<file path="src/rtl/icache_fetch_prefetcher.sv">
// Sequential OBI instruction prefetcher with a small response FIFO and redirect-aware discard.
// Optional same-cycle response bypass to decode: define ICACHE_FETCH_PREFETCHER_BYPASS_EN.
module icache_fetch_prefetcher #(
    parameter int FetchAddrWidth = 32,
    parameter int FetchDataWidth = 32,
    parameter int FifoDepth      = 4,
    parameter int MaxOutstanding = 2
) (
    input  logic                      clk_i,
    input  logic                      rst_ni,
    input  logic                      branch_i,
    input  logic [FetchAddrWidth-1:0] branch_addr_i,
    output logic                      instr_valid_o,
    input  logic                      instr_ready_i,
    output logic [FetchDataWidth-1:0] instr_rdata_o,
    output logic [FetchAddrWidth-1:0] instr_addr_o,
    output logic                      instr_err_o,
    output logic                      busy_o,
    output logic                      fetch_req_o,
    output logic [FetchAddrWidth-1:0] fetch_addr_o,
    input  logic                      fetch_gnt_i,
    input  logic                      fetch_rvalid_i,
    input  logic [FetchDataWidth-1:0] fetch_rdata_i,
    input  logic                      fetch_rerror_i
);

    localparam int Stride = FetchDataWidth / 8;
    localparam int CntW   = $clog2(MaxOutstanding + 2);
    localparam int PtrW   = $clog2(FifoDepth);
    localparam int FcntW  = $clog2(FifoDepth + 1);
    localparam logic [FetchAddrWidth-1:0] StrideA = FetchAddrWidth'(Stride);

    typedef enum logic {S_IDLE, S_FETCH} state_t;

    state_t                    r_state, w_state_nxt;
    logic [FetchAddrWidth-1:0] r_next_addr;
    logic [FetchAddrWidth-1:0] r_target;
    logic [FetchAddrWidth-1:0] r_rsp_addr;
    logic                      r_hold;
    logic                      r_redir;
    logic [CntW-1:0]           r_outstanding;
    logic [CntW-1:0]           r_discard;
    logic [PtrW-1:0]           r_wptr, r_rptr;
    logic [FcntW-1:0]          r_count;

    logic [FetchDataWidth-1:0] r_mem_data [FifoDepth];
    logic [FetchAddrWidth-1:0] r_mem_addr [FifoDepth];
    logic                      r_mem_err  [FifoDepth];

    logic                      w_credit, w_gnt, w_rv, w_pending, w_accept;
    logic                      w_fifo_empty, w_bypass, w_push, w_pop;
    logic [CntW-1:0]           w_out_nxt;
    logic [FetchAddrWidth-1:0] w_target;

    function automatic logic [FetchAddrWidth-1:0] align_addr(input logic [FetchAddrWidth-1:0] a);
        return a & ~(StrideA - FetchAddrWidth'(1));
    endfunction

    assign w_target  = align_addr(branch_addr_i);
    // Credit covers both in-flight words and buffered words so responses never need back-pressure.
    assign w_credit  = (r_outstanding < CntW'(MaxOutstanding)) &&
                       ((32'(r_count) + 32'(r_outstanding)) < 32'(FifoDepth));

    always_comb begin
        w_state_nxt = r_state;
        fetch_req_o = 1'b0;
        case (r_state)
            S_IDLE: begin
                if (branch_i) w_state_nxt = S_FETCH;
            end
            S_FETCH: begin
                fetch_req_o = r_hold | (~r_redir & w_credit);
            end
            default: w_state_nxt = S_IDLE;
        endcase
    end

    assign w_gnt        = fetch_req_o & fetch_gnt_i;
    assign w_rv         = fetch_rvalid_i;
    assign w_pending    = fetch_req_o & ~fetch_gnt_i;
    assign w_out_nxt    = r_outstanding + CntW'(w_gnt) - CntW'(w_rv);
    assign w_accept     = w_rv & (r_discard == '0) & ~branch_i;
    assign w_fifo_empty = (r_count == '0);

`ifdef ICACHE_FETCH_PREFETCHER_BYPASS_EN
    assign w_bypass = w_accept & w_fifo_empty;
`else
    assign w_bypass = 1'b0;
`endif

    assign w_push = w_accept & ~(w_bypass & instr_ready_i);
    assign w_pop  = ~w_fifo_empty & instr_ready_i & ~branch_i;

    assign instr_valid_o = ~w_fifo_empty | w_bypass;
    assign instr_rdata_o = w_bypass ? fetch_rdata_i :
                           (w_fifo_empty ? '0 : r_mem_data[r_rptr]);
    assign instr_addr_o  = w_bypass ? r_rsp_addr :
                           (w_fifo_empty ? '0 : r_mem_addr[r_rptr]);
    assign instr_err_o   = w_bypass ? fetch_rerror_i :
                           (w_fifo_empty ? 1'b0 : r_mem_err[r_rptr]);
    assign busy_o        = (r_outstanding != '0) | fetch_req_o;
    assign fetch_addr_o  = r_next_addr;

    always_ff @(posedge clk_i) begin
        if (!rst_ni) begin
            r_state       <= S_IDLE;
            r_next_addr   <= '0;
            r_target      <= '0;
            r_rsp_addr    <= '0;
            r_hold        <= 1'b0;
            r_redir       <= 1'b0;
            r_outstanding <= '0;
            r_discard     <= '0;
            r_wptr        <= '0;
            r_rptr        <= '0;
            r_count       <= '0;
        end else begin
            r_state       <= w_state_nxt;
            r_outstanding <= w_out_nxt;
            r_hold        <= w_pending;

            if (branch_i) begin
                r_discard <= w_out_nxt + CntW'(w_pending);
            end else if (w_rv && (r_discard != '0)) begin
                r_discard <= r_discard - CntW'(1);
            end

            // An ungranted request must finish at its old address before the new stream starts.
            if (branch_i) begin
                if (w_pending) begin
                    r_redir  <= 1'b1;
                    r_target <= w_target;
                end else begin
                    r_redir     <= 1'b0;
                    r_next_addr <= w_target;
                end
            end else if (r_redir && w_gnt) begin
                r_redir     <= 1'b0;
                r_next_addr <= r_target;
            end else if (w_gnt) begin
                r_next_addr <= r_next_addr + StrideA;
            end

            if (branch_i) begin
                r_rsp_addr <= w_target;
            end else if (w_accept) begin
                r_rsp_addr <= r_rsp_addr + StrideA;
            end

            if (branch_i) begin
                r_wptr  <= '0;
                r_rptr  <= '0;
                r_count <= '0;
            end else begin
                if (w_push) r_wptr <= r_wptr + PtrW'(1);
                if (w_pop)  r_rptr <= r_rptr + PtrW'(1);
                r_count <= r_count + FcntW'(w_push) - FcntW'(w_pop);
            end
        end
    end

    always_ff @(posedge clk_i) begin
        if (w_push) begin
            r_mem_data[r_wptr] <= fetch_rdata_i;
            r_mem_addr[r_wptr] <= r_rsp_addr;
            r_mem_err[r_wptr]  <= fetch_rerror_i;
        end
    end

    always_ff @(posedge clk_i) begin
        if (rst_ni) begin
            assert (!(w_rv && (r_outstanding == '0)));
            assert (!(w_gnt && !w_rv && (r_outstanding == CntW'(MaxOutstanding))));
            assert (!(w_push && !w_pop && (32'(r_count) == 32'(FifoDepth))));
        end
    end

endmodule

</file>
<file path="config.mk">
export PLATFORM = sky130hd
export DESIGN_NAME = icache_fetch_prefetcher
export DESIGN_NICKNAME = d
export VERILOG_FILES = /design/src/rtl/icache_fetch_prefetcher.sv
export SDC_FILE = /design/constraint.sdc
export NUM_CORES = 1
export LEC_CHECK = 0
export ABC_AREA = 1
export BUFFER_PORTS_ARGS = -buffer_cell sky130_fd_sc_hd__buf_4
export CORE_MARGIN = 2
export CORE_UTILIZATION = 30
export CTS_CLUSTER_SIZE = 28
export DETAILED_ROUTE_END_ITERATION = 12
export HOLD_SLACK_MARGIN = 0.08
export PLACE_DENSITY = 0.48
export SLEW_MARGIN = 20
export SYNTH_ARGS = -nofsm -noshare
export SYNTH_HDL_FRONTEND = slang
export SYNTH_SLANG_ARGS = --single-unit
</file>
<file path="constraint.sdc">
create_clock -name clk_i -period 9.3 [get_ports clk_i]
set_input_delay 2.79 -clock clk_i [delete_from_list [all_inputs] [get_ports clk_i]]
set_output_delay 2.79 -clock clk_i [all_outputs]
set_load 0.005 [all_outputs]
</file>
==> out/qor.csv, run 1 <==
metric,value,unit
outcome,finished clean,
largest net degree at the start of global routing,102,
Max-Cap Viols,0,
number of CTS-inserted buffers,43,
"CTS clk-pin slew, worst paths",0.05,ns
Final nets,2076,
worst-margin pin slew,1.07,ns
"flops & latches, synth",358,
ant diodes,0,
Die Wd,237,µm
Die Y-Extent,237,µm
Yosys top cell by area,edfxtp_1,
area delta synth->final,19.6,%
"Cell Area, Placed",18100,µm²
"Hold Vio Cnt, Final",0,
vias in the first global route,12400,
Critical Path RT,6.51,ns
crit end category,primary output,
area fraction of the dominant cell type after synthesis,0.466,
"Min Clock Period, post-route",6.35,ns
Global Route Usage Sum,0.164,
Worst-Skew Late Latency,0.56,ns
RSZ-0062 raised after global routing,no,
Initial Util,0.303,
first-pass GRT wire length,71400,µm
area of the multi-input gates,5700,µm²
Pwr Density,196,nW/µm²
Post-synth EDFFs,252,
DIE AREA,56000,µm²
# rows,85,
Critical Path Fanout Max,64,
ys async rst share,0,
drt pass-1 iters,4,
# IOs,171,
Routed Antenna Nets,0,
initial antenna violation count,0,
CTS root buffer,clkbuf_16,
TNS Setup,0,ns
post-route cell area,19400,µm²
drt via density,4.66,
1st-iter DRT viols,730,
worst relative slew slack,0.284,
Design Power,3820,µW
vias,12700,
register area,9690,µm²
post-CTS sizing,0,
WL/cell,17.1,µm
crit path DAT,3.56,ns
Port Buffer Count,164,
setup bufs post-CTS,0,
Synth Flop Type,edfxtp_1,
"Slew Viols, Final",0,
Clock Path Buffers,3,
Critical Path Start Type,register,
Reg2Reg Depth,8,
Synth cell types,34,
Setup Viol. Count Final,0,
cells after synthesis,1857,
post-synthesis sequential area ratio,0.596,
period utilization,0.683,
hold path depth,2,
Max IR drop VDD,0.000120,V
HP Class,register to register,
Fmax,158,MHz
core box area,53700,µm²
synthesized area per cell,8.75,µm²
synthesized area,16300,µm²
# hold bufs at CTS,0,
maximum level of the CTS H-tree,2,
Layout Skew,0.0290,ns
filler instances,5467,
drt drc,0,
CTS tree,yes,
clk sinks,358,
YS warnings,0,
RePlAce Congestion,0.872,
LEAKAGE,0.00747,µW
dominant cells by area after synthesis,"edfxtp_1 47%, dfxtp_1 13%, nor2_1 10%, nand2_1 8.2%, o21ai_0 6.0%",
DRT Wirelength,46500,µm
crit path kind,register to primary output,
grt ovf,0,
share of cells above drive strength 1,0.128,
post-DP HPWL,28400,µm
==> critical path, stage by stage (launching register included) <==
cell      delay [ns]
dfxtp_2         0.31
buf_4           0.69
clkinv_2        0.73
buf_4           0.52
nor2_1          0.15
o21ai_0         0.08
a21oi_1         0.31
buf_4           0.18
==> Yosys cell counts (2+ instances only) <==
library cell and number:
a21oi_1 141, a31oi_1 9, buf_1 16, buf_2 25
buf_4 5, buf_6 4, clkbuf_1 40, dfxtp_1 106
edfxtp_1 252, ha_1 13, inv_1 125, inv_2 5
nand2_1 353, nand2_2 4, nand3_1 72, nand4_1 2
nor2_1 444, nor2_2 5, nor2_4 2, nor3_1 2
o211ai_1 3, o21ai_0 194, o21ai_1 10, xnor2_1 6
xor2_1 10
==> metal layers <==
metal	wire [µm]	track usage	up-vias
met1	21900	0.221	5940
met5	0	0	-
met3	1970	0.0266	71
li1	-	-	6400
met4	1090	0.0514	0
met2	21500	0.271	261
==> cells in the final DEF (no fill, tap or decap), drive strengths merged <==
master,netlist,layout
bufinv,0,5
buf,50,176
nand3b,1,1
nand4,3,3
nor3,2,2
edfxtp,252,252
o21ai,204,204
clkinvlp,0,1
clkbuf,40,54
or2,2,2
conb,1,4
clkinv,0,17
inv,131,130
fa,1,1
xor2,10,10
o211ai,3,3
o21bai,1,1
xnor2,6,6
dfxtp,106,106
a31oi,9,9
nor2,451,451
nand3,72,72
a21oi,141,141
ha,13,13
nand2,358,358
==> worst paths after layout <==
kind,startpoint,end,slack [ns]
worst max-delay path,register,instr_addr_o[18],2.95
worst min-delay path,r_target[11],r_target[11],0.46
worst max register to register,r_discard[0],r_mem_addr[3][29],6.36
worst min register to register,r_target[11],r_target[11],0.46
==> cell type report <==
class	instances	share of cell area
clock buffers	54	0.0575
clock inverters	22	0.0126
inverters	131	0.0255
multi-input cells	1281	0.293
flip-flops and latches	358	0.499
well taps	696	0.0448
repair buffers	176	0.0680
==> where the power goes <==
part	switching (µW)	total [µW]	internal, µW
sequential	61.6	1830	1770
combinational	207	337	131
clock	658	1650	987
total	927	3820	2890
==> metrics by stage <==
step | hold WS, ns | std cells | worst slack, ns | utilization
finish | 0.460 | 2718 | 2.95 | 0.362
global route | 0.492 | 2718 | 2.63 | 0.362
CTS | 0.463 | 2718 | 2.77 | 0.362
detailed placement | 0.456 | 2642 | 3.37 | 0.337
global placement | 0.448 | 2642 | 3.36 | 0.337
floorplan | 0.436 | 1860 | 2.88 | -
==> state kept, by name, indices dropped and copies added (netlist names), 3 cells and up, named ones only <==
signal        cells
r_mem_data      128
r_mem_addr      120
fetch_addr_o     30
r_rsp_addr       30
r_target         30
r_mem_err         4
r_count           3
==> cell families after synthesis <==
logic type | synth area share
AND/OR/NAND/NOR | 0.216
AO/OA/AOI/OAI | 0.112
flip-flops | 0.596
buffers and inverters | 0.0561
XOR/XNOR | 0.00862
adder cells (fa/ha/maj) | 0.0112
other | 0.000231
No activity file was read; power rests on OpenSTA's default activity.
==> inputs of run 2 (changes only) <==
--- a/config.mk
+++ b/config.mk
@@ -12,7 +12,7 @@
 export CTS_CLUSTER_SIZE = 28
 export DETAILED_ROUTE_END_ITERATION = 12
 export HOLD_SLACK_MARGIN = 0.08
-export PLACE_DENSITY = 0.48
+export PLACE_DENSITY = 0.5
 export SLEW_MARGIN = 20
 export SYNTH_ARGS = -nofsm -noshare
 export SYNTH_HDL_FRONTEND = slang
==> constraint.sdc (replaced) <==
create_clock -name clk_i -period 5.5 [get_ports clk_i]
set_input_delay 1.65 -clock clk_i [delete_from_list [all_inputs] [get_ports clk_i]]
set_output_delay 1.65 -clock clk_i [all_outputs]
set_load 0.005 [all_outputs]
==> run 2 against run 1 <==
Net effect:
- sequential power rose by 69%
- critical endpoint is now instr_rdata_o[22]
- critical path type unchanged
- sequential cell count did not move
- worst hold slack barely moved
- highest routed layer unchanged
- combinational power rose by 72%
- worst setup slack got worse by 1.9 ns
- first-iteration DRC count rose by 11%
- largest power group unchanged
- final area fell by 0.17%
- critical path depth fell by 1
==> out/qor.csv, run 2 (synthesis gave the netlist of run 1 again) <==
metric,value,unit
share of cells above drive strength 1,0.129,
outcome,finished clean,
# hold bufs at CTS,0,
LEAKAGE,0.00745,µW
Global Route Usage Sum,0.165,
slowest cell delay on critical path,0.76,ns
drt pass-1 iters,5,
initial antenna violation count,0,
DRT Wirelength,46700,µm
biggest regs,"r_mem_data (128), r_mem_addr (120)",
Setup Viol. Count Final,0,
Worst-Skew Late Latency,0.57,ns
CTS tree,yes,
placed cell count,2645,
drt drc,0,
Max IR drop VDD,0.000198,V
register area,9690,µm²
Max-Cap Viols,0,
vias,12900,
Largest register FFs,128,
Final nets,2078,
Routed Antenna Nets,0,
# IOs,171,
DIE AREA,56000,µm²
maximum level of the CTS H-tree,2,
"CTS clk-pin slew, worst paths",0.05,ns
post-CTS sizing,0,
"most common cell after layout, fill and taps aside",nor2_1,
period utilization,0.815,
crit path DAT,2.84,ns
CP bufs+invs,2,
Critical Path RT,3.85,ns
Critical Path Fanout Max,72,
drt via density,4.75,
CTS root buffer,clkbuf_16,
Die Y-Extent,237,µm
area of the multi-input gates,5700,µm²
post-DP HPWL,28600,µm
clk sinks,358,
crit end category,primary output,
RePlAce Congestion,0.904,
"non-filler cells, final",2716,
"Slew Viols, Final",0,
setup bufs post-CTS,0,
hold_ws,0.460,ns
Layout Skew,0.0141,ns
# rows,85,
filler instances,5434,
"Hold Vio Cnt, Final",0,
Placement Setup Slack,1.44,ns
HP Class,register to register,
1st-iter DRT viols,811,
first-pass GRT wire length,71900,µm
Fmax,223,MHz
grt ovf,0,
Port Buffer Count,164,
largest net degree at the start of global routing,83,
Pwr Density,321,nW/µm²
Initial Util,0.303,
"commonest non-fill, non-tap cells in the layout","440 x nor2_1, 353 x nand2_1, 252 x edfxtp_1, 194 x o21ai_0, 173 x buf_4",
RSZ-0062 raised after global routing,no,
number of CTS-inserted buffers,42,
crit path kind,register to primary output,
slack of the critical path,1.01,ns
Die Wd,237,µm
ant diodes,0,
crit-path cells,buf_4 -> nor2_1 -> nor2_1 -> o21ai_0 -> a21oi_1 -> buf_4,
area delta synth->final,19.4,%
"Min Clock Period, post-route",4.49,ns
worst-margin pin slew,0.967,ns
largest register by flop count,r_mem_data,
Clock Path Buffers,3,
Worst path slowest cell,dfxtp_4,
vias in the first global route,12500,
TNS Setup,0,ns
Critical Path Start Type,register,
core box area,53700,µm²
WL/cell,17.2,µm
worst relative slew slack,0.355,
"CP delay by family, top",buffers and inverters,
[run 2: final cells by class]
type,count,area share
Timing Repair Buffer,179,0.0731
Sequential cell,358,0.500
Tap cell,696,0.0449
Clock inverter,10,0.00406
Clock buffer,61,0.0594
Multi-Input combinational cell,1281,0.293
Inverter,131,0.0255
[run 2: per-layer routing]
metal,GRT usage,vias to the layer above,part of all wire
met5,0,-,0
met4,0.0430,0,0.020
met3,0.0330,63,0.053
met2,0.272,319,0.46
met1,0.223,6111,0.47
li1,-,6404,-
[run 2: final timing paths]
check                                   from                end  slack, ns  depth (start not counted)
worst min-delay path            r_target[12]       r_target[12]       0.46                          2
worst min register to register  r_target[12]       r_target[12]       0.46                          2
worst max-delay path                register  instr_rdata_o[22]       1.01                          6
worst max register to register    r_count[1]         r_count[2]       2.77                         11
[run 2: worst reg2reg max path, delay by kind of cell, from the launching register on]
family | cells | cell delay (ns)
fa+ha+maj | 3 | 0.79
simple gates | 2 | 0.38
flops | 1 | 0.37
compound gates | 2 | 0.20
buf+inv | 4 | 0.93
[run 2: power by group]
group	total [µW]	internal, µW	switching [µW]
clock	2550	1450	1090
combinational	581	227	354
sequential	3100	3000	106
[run 2: metrics by stage]
step	power, µW	area [µm²]	utilization
floorplan	3470	16300	-
global placement	3730	18200	0.338
detailed placement	3740	18200	0.338
CTS	6320	19400	0.361
global route	6510	19400	0.361
finish	6230	19400	0.361
